<file path="src/rtl/dmem_arbiter.sv">
// Two-port word arbiter in front of the single-port data memory.
// CPU MEM stage and debug/loader port share the memory through a
// three-state sequencer (IDLE -> ISSUE -> RESP) with round-robin priority.
// CNT_RST_VAL sets the value the conflict counter resets to.
module dmem_arbiter #(
    parameter int unsigned ADDR_W      = 32,
    parameter int unsigned DATA_W      = 32,
    parameter int unsigned MEM_BYTES   = 32,
    parameter logic [15:0] CNT_RST_VAL = 16'h0000
) (
    input  logic              clk_i,
    input  logic              rst_i,
    input  logic              cpu_req_i,
    input  logic              cpu_we_i,
    input  logic [ADDR_W-1:0] cpu_addr_i,
    input  logic [DATA_W-1:0] cpu_wdata_i,
    output logic [DATA_W-1:0] cpu_rdata_o,
    output logic              cpu_ack_o,
    output logic              cpu_err_o,
    output logic              cpu_stall_o,
    input  logic              dbg_req_i,
    input  logic              dbg_we_i,
    input  logic [ADDR_W-1:0] dbg_addr_i,
    input  logic [DATA_W-1:0] dbg_wdata_i,
    output logic [DATA_W-1:0] dbg_rdata_o,
    output logic              dbg_ack_o,
    output logic              dbg_err_o,
    output logic              mem_en_o,
    output logic              mem_we_o,
    output logic [ADDR_W-1:0] mem_addr_o,
    output logic [DATA_W-1:0] mem_wdata_o,
    input  logic [DATA_W-1:0] mem_rdata_i,
    output logic [15:0]       conflict_cnt_o
);

    typedef enum logic [1:0] {S_IDLE, S_ISSUE, S_RESP} state_t;
    typedef enum logic {OWN_CPU = 1'b0, OWN_DBG = 1'b1} owner_t;

    localparam logic [ADDR_W-1:0] MAX_ADDR = ADDR_W'(MEM_BYTES - 4);

    state_t            r_state;
    state_t            w_next_state;
    owner_t            r_owner;
    owner_t            r_last_owner;
    logic              r_we;
    logic              r_err;
    logic [ADDR_W-1:0] r_addr;
    logic [DATA_W-1:0] r_wdata;
    logic [DATA_W-1:0] r_cpu_rdata;
    logic [DATA_W-1:0] r_dbg_rdata;
    logic [15:0]       r_conflict_cnt;

    owner_t            w_grant;
    logic              w_any_req;
    logic              w_sel_we;
    logic [ADDR_W-1:0] w_sel_addr;
    logic [DATA_W-1:0] w_sel_wdata;
    logic              w_sel_err;
    logic              w_ack;
    logic              w_rd_ok;

    // Arbitration, address check and next-state selection
    always_comb begin
        w_any_req    = cpu_req_i | dbg_req_i;
        w_grant      = OWN_CPU;
        w_next_state = r_state;
        if (dbg_req_i && (!cpu_req_i || r_last_owner == OWN_CPU)) begin
            w_grant = OWN_DBG;
        end
        w_sel_we    = (w_grant == OWN_DBG) ? dbg_we_i    : cpu_we_i;
        w_sel_addr  = (w_grant == OWN_DBG) ? dbg_addr_i  : cpu_addr_i;
        w_sel_wdata = (w_grant == OWN_DBG) ? dbg_wdata_i : cpu_wdata_i;
        w_sel_err   = (w_sel_addr[1:0] != 2'b00) || (w_sel_addr > MAX_ADDR);
        case (r_state)
            S_IDLE: begin
                if (w_any_req) begin
                    w_next_state = w_sel_err ? S_RESP : S_ISSUE;
                end
            end
            S_ISSUE: w_next_state = S_RESP;
            S_RESP:  w_next_state = S_IDLE;
            default: w_next_state = S_IDLE;
        endcase
    end

    // Memory strobe, per-port ack/err/rdata and pipeline stall
    always_comb begin
        mem_en_o    = (r_state == S_ISSUE) && !rst_i;
        mem_we_o    = mem_en_o && r_we;
        mem_addr_o  = r_addr;
        mem_wdata_o = r_wdata;
        w_ack       = (r_state == S_RESP) && !rst_i;
        w_rd_ok     = w_ack && !r_we && !r_err;
        cpu_ack_o   = w_ack && (r_owner == OWN_CPU);
        dbg_ack_o   = w_ack && (r_owner == OWN_DBG);
        cpu_err_o   = cpu_ack_o && r_err;
        dbg_err_o   = dbg_ack_o && r_err;
        // Read data is forwarded during the ack cycle, then held from the register.
        cpu_rdata_o = (w_rd_ok && r_owner == OWN_CPU) ? mem_rdata_i : r_cpu_rdata;
        dbg_rdata_o = (w_rd_ok && r_owner == OWN_DBG) ? mem_rdata_i : r_dbg_rdata;
        cpu_stall_o = cpu_req_i && !cpu_ack_o;
        conflict_cnt_o = r_conflict_cnt;
    end

    // State register, request latch, round-robin history, read capture, conflict count
    always_ff @(posedge clk_i) begin
        if (rst_i) begin
            r_state        <= S_IDLE;
            r_owner        <= OWN_CPU;
            r_last_owner   <= OWN_DBG;
            r_we           <= 1'b0;
            r_err          <= 1'b0;
            r_addr         <= '0;
            r_wdata        <= '0;
            r_cpu_rdata    <= '0;
            r_dbg_rdata    <= '0;
            r_conflict_cnt <= CNT_RST_VAL;
        end else begin
            r_state <= w_next_state;
            if (r_state == S_IDLE && w_any_req) begin
                r_owner <= w_grant;
                r_we    <= w_sel_we;
                r_addr  <= w_sel_addr;
                r_wdata <= w_sel_wdata;
                r_err   <= w_sel_err;
                if (cpu_req_i && dbg_req_i && w_grant == OWN_DBG &&
                    r_conflict_cnt != 16'hFFFF) begin
                    r_conflict_cnt <= r_conflict_cnt + 16'd1;
                end
            end
            if (r_state == S_RESP) begin
                r_last_owner <= r_owner;
                if (!r_we && !r_err) begin
                    if (r_owner == OWN_CPU) r_cpu_rdata <= mem_rdata_i;
                    else                    r_dbg_rdata <= mem_rdata_i;
                end
            end
        end
    end

endmodule

</file>
<file path="config.mk">
export PLATFORM = sky130hd
export DESIGN_NAME = dmem_arbiter
export DESIGN_NICKNAME = d
export VERILOG_FILES = /design/src/rtl/dmem_arbiter.sv
export SDC_FILE = /design/constraint.sdc
export NUM_CORES = 1
export LEC_CHECK = 0
export BUFFER_PORTS_ARGS = -buffer_cell sky130_fd_sc_hd__buf_2
export CAP_MARGIN = 20
export CORE_AREA = 2 2 122 124
export CTS_CLUSTER_DIAMETER = 40
export DETAILED_ROUTE_END_ITERATION = 10
export DIE_AREA = 0 0 124 126
export GPL_TIMING_DRIVEN = 0
export PLACE_DENSITY = 0.85
export SETUP_SLACK_MARGIN = 0.1
export SYNTH_ARGS = -nofsm -noshare
export SYNTH_HDL_FRONTEND = slang
export SYNTH_SLANG_ARGS = --single-unit
export TNS_END_PERCENT = 30
</file>
<file path="constraint.sdc">
create_clock -name clk_i -period 4.2 [get_ports clk_i]
set_input_delay 0.21 -clock clk_i [delete_from_list [all_inputs] [get_ports clk_i]]
set_output_delay 0.21 -clock clk_i [all_outputs]
set_load 0.03 [all_outputs]
</file>
# After elaboration in Yosys (flattened, before gate mapping)
# Index checks and enable logic that the tools add are counted.
op_classes:
  add_sub_neg: 1
  order_cmp: 1
  n_eq_ne: 4
  muxes: 9
  bitwise: 3
  reduce_logical: 30
ops:
  columns: ["operator", "n"]
  rows:
  - ["$mux 32", 4]
  - ["$gt 32x5->1 const B", 1]
  - ["$logic_and 1x1->1", 18]
  - ["$add 16x1->16 const B", 1]
  - ["$ne 16x16->1 const B", 1]
  - ["$reduce_and 3->1", 2]
  - ["$logic_not 1->1", 5]
  - ["$mux 2", 2]
  - ["$pmux 2 s2", 1]
  - ["$eq 2x1->1 const B", 1]
  - ["$eq 2x2->1 const B", 1]
  - ["$logic_not 2->1", 1]
  - ["$logic_or 1x1->1", 2]
  - ["$mux 1", 2]
  - ["$ne 2x2->1 const B", 1]
  - ["$not 1->1", 2]
  - ["$reduce_and 2->1", 1]
  - ["$reduce_bool 2->1", 1]
  - ["$or 1x1->1", 1]
word_totals:
  register_bits: 150
  out_inout_bits: 151

# Logic depth before layout (Yosys ltp)
logic_depth:
  word_depth: 10
  ltp_mapped: 7
  ltp_nobuf: 5

# Least setup slack after synthesis
# Ideal clock, no wire load.
synth_path:
  kind: "input to output"
  startpoint: "input port rst_i"
  endpoint: "output port dbg_err_o"
  t_arrival_ps: 1867
  required_ps: 3990
  setup_slack_ps: 2123
  cell_stages: 4
  path_buffers: 2
  cell_sequence: "clkbuf_1 -> clkbuf_1 -> nor3b_1 -> and2_1"
synth_between:
  elab_chain_cells: 4
synth_rtl:
  columns: ["element", "line_no", "rtl"]
  rows:
  - ["start, declared", "12", "input logic rst_i,"]
  - ["$logic_not 1->1", "92", "w_ack = (r_state == S_RESP) && !rst_i;"]
  - ["$logic_and 1x1->1", "92", null]
  - ["$logic_and 1x1->1", "95", "dbg_ack_o = w_ack && (r_owner == OWN_DBG);"]
  - ["via dbg_ack_o", "26", "output logic dbg_ack_o,"]
  - ["$logic_and 1x1->1", "97", "dbg_err_o = dbg_ack_o && r_err;"]
  - ["end, declared", "27", "output logic dbg_err_o,"]
# The timed path passes the listed nets, and every way through them passes these cells.

# Final worst setup path
layout_path:
  startpoint: "register r_state[1]"
  endpoint: "output port dbg_rdata_o[1]"
layout_between:
  elab_chain_cells: 6
layout_rtl:
  columns: ["element", "line_no", "rtl"]
  rows:
  - ["start, declared", "41", "state_t r_state;"]
  - ["start signal, assigned", "119", "r_state <= w_next_state;"]
  - ["$eq 2x2->1", "92", null]
  - ["$logic_and 1x1->1", "92", null]
  - ["$logic_and 1x1->1 (2 in series)", "93", "w_rd_ok = w_ack && !r_we && !r_err;"]
  - ["$logic_and 1x1->1", "100", "dbg_rdata_o = (w_rd_ok && r_owner == OWN_DBG) ? mem_rdata_i : r_dbg_rdata;"]
  - ["$mux 32", "100", null]
  - ["end, declared", "25", "output logic [DATA_W-1:0] dbg_rdata_o,"]
# No other way between the ends.

==> results.tsv <==
metric	value	unit
status	finished, final reports clean	
fill_cells	1184	
dpl.hpwl	16670	microns
cts_tree	built	
synth_top_cell_by_area	dfxtp_1	
async_reset_ff_share	0	%
fp.dieW	124	microns
r2r-start	r_state[1]	
place_area	9092	sq um
cap_violations	0	
drv_slew	0	
critPathRequiredTime	3990	ps
gp_congestion	0.9188	
syn-cell-area	7291	sq um
rsz0062_at_grt	false	
postCtsSetupRepairBufs	0	
drc	0	
sw_frac_of_total	29.67	%
period_share	66.09	%
clk_path_buf_depth	2	
synth_top_cell_area_share	41.19	%
cts_root_buffer	clkbuf_16	
drive_above_1_share	35.57	%
clock-sinks	150	
r2r_slack	2000	ps
power_frac_seq	42.1	%
p_sw	1098	uW
fin_nets	1305	
synth-edff-count	0	
crit_type	reg2out	
max_slew_margin	31.37	%
fmaxAchievable	360.3	MHz
io_pins	317	
critPathArrivalTime	2570	ps
wire_per_inst	16.27	microns
crit_fanout	10	
cts_buffers	17	
met2_usage	48.45	%
die-height	126	microns
core	14310	sq um
hold_class	in2reg	
grt_start_max_net_pins	17	
syn_inst	805	
power.internal	2604	uW
hold_ws	61.47	ps
min_from	mem_rdata_i[8]	
synth.distinct_cells	47	
start_kind	flip-flop	
synth_commonest_cells	dfxtp_1 (150), nand2_1 (138), nor2_1 (80)	
dieArea	15620	sq um
grt_antenna_before_repair	0	
ys_seq_elements	150	
clkPwrFrac	37.7	%
reg2reg_depth	6	
hold_end	r_cpu_rdata[8]	
tns	0	ps
cts_hold_buf	0	
ys.flop_type	dfxtp_1	
dr.pass1.iters	4	
postLayoutCellArea	9628	sq um
grt_usage	26.74	%
initial_core_util	50.94	%
drtIter0Drc	335	
synthTopCellsByArea	dfxtp_1 (41%), mux2i_1 (9.2%), a211oi_1 (7.1%), nand2_1 (7.1%), mux2_4 (6.2%)	
endpoint_kind	primary output	
synth_most_common_cell	dfxtp_1	
holdPathStages	3	
io_buffer_count	314	
fp-row-count	44	
num_antenna_cells	0	
htreeDepth	4	
viasPerCell	5.376	
fin_worst_skew	9.572	ps
routed_wl	21700	microns
syn-num-nets	972	
cts_resized	0	
grt_pass1_wl	32630	microns
leakagePower	0.004405	uW
combPwrFrac	20.2	%
grt_use_met1	31.17	%
vias	7172	
tightest_slew	1020	ps
overflow	0	
setup_viol	0	
hold_violations	0	
grt-busiest-layer	met2	
area_growth	32.06	%
syn-mean-instance-area	9.057	sq um
ant_nets	0	
grt_use_met3	4.937	%
yosysSeqAreaShare	41.19	%
clk_latency	410	ps
timing.rr.end	r_cpu_rdata[18]	
power_density	384.5	nW/um^2
irDropWorstVdd	0.2323	mV
synth_warnings	0	
grt_pass1_vias	6510	
clkTransAtPathRegs	60	ps
period_needed	2776	ps
==> power groups by stage <==
stage	clock [uW]	sequential, uW	combinational, uW
6_report	1400	1560	749
5_1_grt	1490	1570	801
4_1_cts	1410	1560	751
3_5_place_dp	0	1590	749
3_3_place_gp	0	1580	738
2_1_floorplan	0	1700	353
==> worst max-delay path: stages (launching register included) <==
cell and delay [ps]:
dfxtp_1 430, nand2b_1 100, buf_6 140, nor4b_4 460
nand2_2 210, buf_2 260, mux2_1 370, buf_2 190
==> metal layers <==
metal / vias to the layer above / wire (microns)
met5: - / 0
li1: 3526 / -
met3: 33 / 1328
met2: 268 / 11270
met1: 3345 / 8605
met4: 0 / 495
==> flip-flops by register name (all words and copies together) (netlist names) <==
| signal | cells |
|---|---|
| mem_addr_o | 32 |
| mem_wdata_o | 32 |
| r_cpu_rdata | 32 |
| r_dbg_rdata | 32 |
| conflict_cnt_o | 16 |
| r_state | 2 |
| r_err | 1 |
| r_last_owner | 1 |
| r_owner | 1 |
| r_we | 1 |
==> worst max path at each step <==
stage                           to  slack (ps)  cells past startpoint        from
floorplan                dbg_err_o        2120                      4       rst_i
global placement    dbg_rdata_o[1]        1830                      7  r_state[0]
detailed placement  dbg_rdata_o[1]        1800                      7  r_state[0]
CTS                 dbg_rdata_o[1]        1370                      7  r_state[1]
global route        dbg_rdata_o[1]        1280                      7  r_state[1]
finish              dbg_rdata_o[1]        1420                      7  r_state[1]
==> cells by family (layout without fill, tap and decap cells) <==
kind of cell             count (synthesis)  after routing  synth area share [%]
AND/OR/NAND/NOR                        289            289                 18.28
buffers and inverters                   69            414                 4.719
multiplexers                           140            140                 22.02
adder cells (fa/ha/maj)                  1              1                0.1716
AO/OA/AOI/OAI                          156            156                 13.63
flip-flops                             150            150                 41.19
==> placed cells by master (no fill, tap or decap), types with 3 or more instances in the layout <==
| master | synthesis | routed |
|---|---|---|
| a211oi_1 | 69 | 69 |
| a21oi_1 | 72 | 72 |
| and2_1 | 4 | 4 |
| and4_1 | 5 | 5 |
| buf_12 | 3 | 3 |
| buf_2 | 14 | 328 |
| clkbuf_1 | 44 | 49 |
| clkbuf_16 | 0 | 17 |
| clkinv_2 | 0 | 3 |
| dfxtp_1 | 150 | 150 |
| inv_1 | 4 | 4 |
| mux2_1 | 30 | 30 |
| mux2_2 | 13 | 13 |
| mux2_4 | 30 | 30 |
| mux2i_1 | 67 | 67 |
| nand2_1 | 138 | 138 |
| nand3_1 | 7 | 7 |
| nand4_1 | 6 | 6 |
| nor2_1 | 80 | 80 |
| nor2b_1 | 10 | 10 |
| nor3_1 | 6 | 6 |
| nor4_1 | 16 | 16 |
| o41ai_1 | 4 | 4 |
| or4b_1 | 3 | 3 |
==> cell type report <==
type | count | area, sq um | share of cell area (%)
Inverter | 4 | 15.01 | 0.1559
Clock buffer | 23 | 457.9 | 4.756
Timing Repair Buffer | 314 | 1572 | 16.32
Sequential cell | 150 | 3003 | 31.19
Multi-Input combinational cell | 586 | 3944 | 40.96
Tap cell | 184 | 230.2 | 2.391
Clock inverter | 8 | 77.57 | 0.8057
Buffer | 65 | 329.1 | 3.418
==> stage by stage <==
step | std cells | util (%) | setup WS [ps] | total power (uW)
finish | 1334 | 67.26 | 1424 | 3702
global route | 1334 | 67.26 | 1281 | 3855
CTS | 1334 | 67.26 | 1373 | 3718
detailed placement | 1303 | 63.52 | 1798 | 2335
global placement | 1303 | 63.52 | 1832 | 2320
floorplan | 805 | - | 2123 | 2057
Note: power is estimated with default switching activity, not from simulation.
